**src/rtl/keypad_scan.sv**
```systemverilog
// Row-scanned 4x3 keypad reader with whole-frame debounce.
// KEYPAD_MULTIKEY_EN: pass the full multi-hot key map instead of only its lowest set key.
module keypad_scan #(
    parameter int SCAN_DIV     = 1000,
    parameter int DEBOUNCE_CNT = 4
) (
    input  logic        clk,
    input  logic        rst_x,
    input  logic [2:0]  col_in,
    output logic [3:0]  row_out,
    output logic [11:0] keypad_out,
    output logic        key_valid,
    output logic        frame_done
);

    localparam logic [15:0] TICK_LAST = 16'(SCAN_DIV - 1);
    localparam logic [3:0]  DB_MAX    = 4'(DEBOUNCE_CNT);
    localparam logic [3:0]  DB_PRE    = 4'(DEBOUNCE_CNT - 1);

    logic [2:0]  col_s1;
    logic [2:0]  col_s2;
    logic [15:0] tick;
    logic [1:0]  row;
    logic [11:0] raw_frame;
    logic [11:0] prev_frame;
    logic [3:0]  stable_cnt;
    logic        upd_pend;
    logic [11:0] out_map;
    logic        sample;

    assign sample  = (tick == TICK_LAST);
    assign row_out = ~(4'b0001 << row);

    // Columns idle high; synchronizer resets to the released level.
    always_ff @(posedge clk or negedge rst_x) begin
        if (!rst_x) begin
            col_s1 <= 3'b111;
            col_s2 <= 3'b111;
        end else begin
            col_s1 <= col_in;
            col_s2 <= col_s1;
        end
    end

    always_ff @(posedge clk or negedge rst_x) begin
        if (!rst_x) begin
            tick       <= '0;
            row        <= '0;
            raw_frame  <= '0;
            frame_done <= 1'b0;
        end else begin
            frame_done <= sample && (row == 2'd3);
            if (sample) begin
                tick <= '0;
                row  <= row + 2'd1;
                for (int r = 0; r < 4; r++) begin
                    if (row == 2'(r)) begin
                        raw_frame[r*3 +: 3] <= ~col_s2;
                    end
                end
            end else begin
                tick <= tick + 16'd1;
            end
        end
    end

    // Frame comparison runs in the frame_done cycle, so raw_frame already holds row 3.
    always_ff @(posedge clk or negedge rst_x) begin
        if (!rst_x) begin
            prev_frame <= '0;
            stable_cnt <= '0;
            upd_pend   <= 1'b0;
        end else begin
            upd_pend <= 1'b0;
            if (frame_done) begin
                if (raw_frame == prev_frame) begin
                    if (stable_cnt != DB_MAX) begin
                        stable_cnt <= stable_cnt + 4'd1;
                    end
                    upd_pend <= (stable_cnt == DB_PRE);
                end else begin
                    stable_cnt <= '0;
                    prev_frame <= raw_frame;
                end
            end
        end
    end

    always_comb begin
        out_map = '0;
`ifdef KEYPAD_MULTIKEY_EN
        out_map = prev_frame;
`else
        // Isolate the lowest set bit so only one note is ever requested.
        out_map = prev_frame & (~prev_frame + 12'd1);
`endif
    end

    always_ff @(posedge clk or negedge rst_x) begin
        if (!rst_x) begin
            keypad_out <= '0;
            key_valid  <= 1'b0;
        end else if (upd_pend) begin
            keypad_out <= out_map;
            key_valid  <= |out_map;
        end
    end

endmodule

```
**config.mk**
```make
export PLATFORM = sky130hd
export DESIGN_NAME = keypad_scan
export DESIGN_NICKNAME = d
export VERILOG_FILES = /design/src/rtl/keypad_scan.sv
export SDC_FILE = /design/constraint.sdc
export NUM_CORES = 1
export LEC_CHECK = 0
export ABC_CLOCK_PERIOD_IN_PS = 2800
export CAP_MARGIN = 0
export CORE_ASPECT_RATIO = 0.8
export CORE_MARGIN = 10
export CORE_UTILIZATION = 57
export DETAILED_ROUTE_END_ITERATION = 8
export PLACE_DENSITY = 0.78
export SYNTH_ARGS = -nofsm -noshare
export SYNTH_HDL_FRONTEND = slang
export SYNTH_SLANG_ARGS = --single-unit
```
**constraint.sdc**
```tcl
create_clock -name clk -period 2.8 [get_ports clk]
set_input_delay 0.84 -clock clk [delete_from_list [all_inputs] [get_ports clk]]
set_output_delay 0.84 -clock clk [all_outputs]
set_load 0.02 [all_outputs]
```
==> results of run 1 <==
-- cell usage after synthesis (3+ instances only) --
cell type  instances
nand3b_1           3
dfstp_2            6
nand2b_1           3
ha_1               7
inv_1             22
nor3_1             5
dfrtp_1           61
nand2_1           17
o22ai_1            6
nand4_1            4
nor4_1             9
xnor2_1            6
nand3_1           10
xor2_1            18
o21ai_0            6
mux2_2            13
nor2_1             8
and2_1             5
clkbuf_1           5
a21oi_1           29
-- power groups by stage --
stage,registers [mW],clock network (mW),logic [mW]
floorplan,0.996,0,0.000203
global placement,0.997,0,0.0269
detailed placement,0.997,0,0.0274
CTS,0.979,0.970,0.0275
global route,0.979,1.02,0.0301
finish,0.979,0.953,0.0260
-- state kept, by name (all words and copies together) (netlist names) --
register    cells
row             2
keypad_out     12
col_s2          3
raw_frame      12
col_s1          3
tick           16
frame_done      1
key_valid       1
prev_frame     12
upd_pend        1
stable_cnt      4
-- worst paths after layout --
kind | startpoint | endpoint | slack, ns | cells past startpoint
setup / recovery | row[0] | row_out[0] | 0.20 | 4
hold reg to reg | col_s1[2] | col_s2[2] | 0.36 | 0
min in group asynchronous | rst_x | tick[2] | 0.51 | 2
hold / removal | col_s1[2] | col_s2[2] | 0.36 | 0
max in group asynchronous | rst_x | col_s1[1] | 1.97 | 2
setup reg to reg | prev_frame[0] | key_valid | 0.64 | 4
-- metal layers --
layer / global-route usage / share of wire
met5: 0 / 0
met2: 0.202 / 0.44
met4: 0.0436 / 0.0041
met1: 0.198 / 0.49
met3: 0.0680 / 0.071
-- area by class of cell --
cell class / count / area, sq um / area share
Tap cell: 62 / 77.6 / 0.0220
Clock inverter: 7 / 116 / 0.0330
Timing Repair Buffer: 25 / 250 / 0.0709
Sequential cell: 67 / 1680 / 0.477
Multi-Input combinational cell: 173 / 1200 / 0.339
Clock buffer: 9 / 124 / 0.0351
Inverter: 22 / 82.6 / 0.0234
-- worst max-delay path, stage by stage (launching register included) --
cell and delay (ns):
dfrtp_1 0.39, inv_1 0.09, ha_1 0.26, inv_1 0.07, clkdlybuf4s50_1 0.60
-- layout by cell type (no fill, tap or decap), drive strengths merged, types with 5 or more instances in the layout --
master / Yosys / routed
nor4: 10 / 10
dfstp: 6 / 6
nand2: 17 / 17
ha: 7 / 7
nand3: 10 / 10
inv: 22 / 22
a21oi: 29 / 29
clkbuf: 5 / 9
nor2: 8 / 8
o21ai: 6 / 6
nor3: 5 / 5
clkdlybuf4s50: 0 / 21
dfrtp: 61 / 61
and2: 5 / 5
o22ai: 6 / 6
xnor2: 6 / 6
xor2: 18 / 18
mux2: 13 / 13
-- cell families after synthesis --
logic type,count (synthesis),synth area share
compound gates,50,0.0994
xor+xnor,24,0.0705
fa+ha+maj,7,0.0294
buf+inv,29,0.0373
flops,67,0.565
mux,13,0.0491
simple gates,79,0.150
-- metrics by stage --
stage,utilization,hold WS [ns]
after CTS,0.701,0.358
after global placement,0.653,0.346
after detailed placement,0.653,0.347
after global routing,0.701,0.360
after floorplan,-,0.345
final,0.701,0.358
==> qor.txt, run 1 <==
GP Congestion: 0.839
RSZ-0062 raised after global routing: false
Drt pass-1 iters: 4
Sequential Power Share: 0.500
Maximum VDD drop: 0.383 mV
Final WL: 5.83 mm
Worst setup EP type: output port
Fillers: 345
Yosys top cell area share: 0.512
Cell taking the most area after synthesis: dfrtp_1
Antenna violation net count after detailed routing: 0
Die area: 8540 sq um
Power Total: 1.96 mW
Switch share: 0.197
Area contributors post-synth: dfrtp_1, dfstp_2, xor2_1, mux2_2, a21oi_1
CP required: 1.96 ns
Synthesized Nets: 281
Synth Register Bits: 67
Sw power: 0.386 mW
Dpl ws: 0.588 ns
DR iter-0 viols: 151
Worst Max-Slew Pin Slew: 0.697 ns
Post_cts resized: 0
Max_cap viols: 0
Number of global-route vias before repair: 2108
Internal: 1.57 mW
Max Slew Vio Count: 0
CTS Buf Count: 9
Final hold viol count: 0
Syn. warnings: 0
Period Utilization, post-route: 0.927
Slack of the critical path: 0.204 ns
Global Route Usage Sum: 0.146
First-pass GRT wire length: 10.1 mm
Yosys cell types: 38
Via-per-instance ratio: 5.65
Worst clock skew: 0.0108 ns
Final TNS setup: 0 ns
Relative slew margins: 0.536
Initial antenna violation count: 0
Combinational fraction of design power: 0.013
Startpoint Class: register
Worst Setup Path Type: register to output port
Final setup fails: 0
CTS hold repair buffers: 0
Inst Count DP: 349
H-tree Lvls: 3
Max Clock Freq: 0.385 GHz
Die Wd: 101 um
Synth async-reset ratio: 1.00
Worst-Skew Late Latency: 0.34 ns
Synthesized cell area: 2980 sq um
Die H: 84.7 um
Maximum clock path buffer count: 2
Clock power share: 0.487
Vias: 2062
Ys flop type: dfrtp_1
PortBufs: 22
Crit-path max FO: 5
Area Overhead vs Synth: 18.4%
Clk sink count: 67
Min Clock Period, post-route: 2.60 ns
Dpl cell area: 3290 sq um
DPL Wire Length: 4.07 mm
Register clock-pin slew on the reported worst setup and hold paths: 0.07 ns
Critical path arrival: 1.76 ns
Mapped Avg Cell Area: 11.1 sq um
Post-route cell area: 3530 sq um
Io pins: 23
Root buf cell: clkbuf_8
Number of antenna diodes: 0
Largest net degree at the start of global routing: 68
Share of cells above drive strength 1: 0.152
Nets: 310
Postcts setup bufs: 0
Post-synth EDFFs: 0
Seq/Total Area, Yosys: 0.565
Final instance count without filler cells: 365
Initial core utilization: 0.592
Row cnt: 23
Status: complete, no violations
Core area: 5040 sq um
LEAKAGE: 1.66 nW
Routed WL per cell: 16.0 um
DRC viols: 0
CTS tree: done
Post-Syn Instances: 269
Worst min-delay path category: register to register
Pwr Density: 554 nW/um^2
Grt ovf: 0
No activity file was read; power rests on OpenSTA's default activity.
==> run 2: changes to the inputs <==
==> config.mk (replaced) <==
export PLATFORM = sky130hd
export DESIGN_NAME = keypad_scan
export DESIGN_NICKNAME = d
export VERILOG_FILES = /design/src/rtl/keypad_scan.sv
export SDC_FILE = /design/constraint.sdc
export NUM_CORES = 1
export LEC_CHECK = 0
export CAP_MARGIN = 0
export CORE_ASPECT_RATIO = 0.8
export CORE_MARGIN = 10
export CORE_UTILIZATION = 30
export DETAILED_ROUTE_END_ITERATION = 8
export SYNTH_ARGS = -nofsm -noshare
export SYNTH_HDL_FRONTEND = slang
export SYNTH_SLANG_ARGS = --single-unit
==> run 2 against run 1 <==
Compared with the run above:
- cell count increased by 20%
- clock skew is 0.0049 ns lower
- critical path type unchanged
- core utilization decreased by 32 points
- wire length up 0.81%
- first-iteration DRC count is 2.0% lower
- die area up 68%
- global-route usage shrank 5.7 points
- critical path depth unchanged
- design area up 4.4%
- flip-flop and latch count unchanged
- non-clock buffer count stayed put
==> qor.txt, run 2 (synthesis gave the netlist of run 1 again) <==
Status: complete, no violations (unchanged)
GP Congestion: 0.808 (was 0.839)
Number of global-route vias before repair: 1972 (was 2108)
Worst-Skew Late Latency: 0.33 ns (was 0.34 ns)
Pwr Density: 576 nW/um^2 (was 554 nW/um^2)
Worst Setup Path Type: register to output port (unchanged)
Max_cap viols: 0 (unchanged)
Antenna violation net count after detailed routing: 0 (unchanged)
Worst r2r src: prev_frame[0] (unchanged)
Fillers: 974 (was 345)
Critical path arrival: 1.72 ns (was 1.76 ns)
Via-per-instance ratio: 4.66 (was 5.65)
Crit path launch: row[0] (unchanged)
Final hold viol count: 0 (unchanged)
Max Clock Freq: 0.390 GHz (was 0.385 GHz)
Min Clock Period, post-route: 2.56 ns (was 2.60 ns)
Final TNS setup: 0 ns (unchanged)
First-pass GRT wire length: 10.1 mm (unchanged)
Row cnt: 32 (was 23)
Grt ovf: 0 (unchanged)
CP required: 1.96 ns (about the same)
Most frequent cells in the layout: dfrtp_1, a21oi_1, inv_1 (unchanged)
CTS tree: done (unchanged)
Area Overhead vs Synth: 23.6% (was 18.4%)
Min-delay src: col_s1[1] (was col_s1[2])
PortBufs: 22 (unchanged)
Postcts setup bufs: 0 (unchanged)
Core area: 9690 sq um (was 5040 sq um)
Worst clock skew: 0.00583 ns (was 0.0108 ns)
Dpl cell area: 3380 sq um (was 3290 sq um)
Post-route cell area: 3690 sq um (was 3530 sq um)
Maximum VDD drop: 0.377 mV (was 0.383 mV)
Die area: 14400 sq um (was 8540 sq um)
Hold Path Cell Cnt: 0 (unchanged)
Relative slew margins: 0.530 (was 0.536)
Io pins: 23 (unchanged)
Worst reg-to-reg path cell count: 4 (unchanged)
Share of cells above drive strength 1: 0.152 (unchanged)
Hold Path Sink: col_s2[1] (was col_s2[2])
DRC viols: 0 (unchanged)
Drt pass-1 iters: 5 (was 4)
CTS Buf Count: 9 (unchanged)
Worst min-delay path category: register to register (unchanged)
Root buf cell: clkbuf_16 (was clkbuf_8)
Vias: 2047 (was 2062)
Max Slew Vio Count: 0 (unchanged)
Routed WL per cell: 13.4 um (was 16.0 um)
Startpoint Class: register (unchanged)
Maximum clock path buffer count: 2 (unchanged)
RSZ-0062 raised after global routing: false (unchanged)
Worst setup EP type: output port (unchanged)
RR Endpoint: key_valid (unchanged)
Crit-path max FO: 5 (unchanged)
Final setup fails: 0 (unchanged)
Period Utilization, post-route: 0.916 (was 0.927)
LEAKAGE: 1.68 nW (was 1.66 nW)
Largest reg by FF count: tick (unchanged)
Die H: 109 um (was 84.7 um)
Global Route Usage Sum: 0.0891 (was 0.146)
Initial core utilization: 0.308 (was 0.592)
Commonest non-fill, non-tap cell in the layout: dfrtp_1 (unchanged)
Max reg flops: 16 (unchanged)
DPL Wire Length: 4.11 mm (was 4.07 mm)
Nets: 310 (unchanged)
Worst Max-Slew Pin Slew: 0.705 ns (was 0.697 ns)
Post_cts resized: 0 (unchanged)
Clk sink count: 67 (unchanged)
Register clock-pin slew on the reported worst setup and hold paths: 0.05 ns (was 0.07 ns)
Final WL: 5.87 mm (was 5.83 mm)
Largest net degree at the start of global routing: 46 (was 68)
Reg2Reg Setup Slack: 0.65 ns (was 0.64 ns)
Initial antenna violation count: 0 (unchanged)
CTS hold repair buffers: 0 (unchanged)
H-tree Lvls: 3 (unchanged)
Die Wd: 131 um (was 101 um)
DR iter-0 viols: 148 (was 151)
Number of antenna diodes: 0 (unchanged)
run 2: cell types whose count changed in the layout (fill, tap and decap cells not counted):
cell and change:
clkbuf_8 -8, clkinv_4 -1, bufinv_16 -2, clkinvlp_4 +1, inv_6 +1, clkbuf_16 +9
run 2: routing by layer:
layer / global-route usage / part of all wire / wire (um)
met3: 0.0492 / 0.070 / 411
met1: 0.123 / 0.54 / 3160
met5: 0 / 0 / 0
met2: 0.112 / 0.38 / 2240
met4: 0.0309 / 0.012 / 70
run 2: per-stage QoR:
step / hold WS, ns / power (mW) / cells / worst slack, ns / utilization
4_1_cts: 0.356 / 2.16 / 439 / 0.212 / 0.380
2_1_floorplan: 0.345 / 0.996 / 269 / 0.728 / -
6_report: 0.354 / 2.12 / 439 / 0.236 / 0.380
5_1_grt: 0.359 / 2.21 / 439 / 0.119 / 0.380
3_3_place_gp: 0.346 / 1.03 / 423 / 0.606 / 0.349
3_5_place_dp: 0.347 / 1.03 / 423 / 0.589 / 0.349
run 2: where the power goes:
part           leakage [nW]  internal, mW  switching, mW
sequential            0.901         0.977        0.00369
clock                 0.145         0.712          0.404
combinational         0.637       0.00715         0.0191
run 2: worst max-delay path, cell delays in order, from the launching register on:
cell and delay [ns]:
dfrtp_1 0.37, inv_1 0.09, ha_1 0.26, inv_1 0.07, clkdlybuf4s50_1 0.60
run 2: area by class of cell:
| type | count | area [sq um] | area share |
|---|---|---|---|
| clock buffer | 10 | 239 | 0.0648 |
| tap | 136 | 170 | 0.0462 |
| multi-input combinational | 173 | 1200 | 0.325 |
| clock inverter | 6 | 63.8 | 0.0173 |
| timing repair buffer | 25 | 250 | 0.0679 |
| inverter | 22 | 82.6 | 0.0224 |
| sequential | 67 | 1680 | 0.457 |
run 2: worst max-delay path by stage:
stage	endpoint
2_1_floorplan	key_valid
3_3_place_gp	row_out[0]
3_5_place_dp	row_out[2]
4_1_cts	row_out[2]
5_1_grt	row_out[0]
6_report	row_out[0]
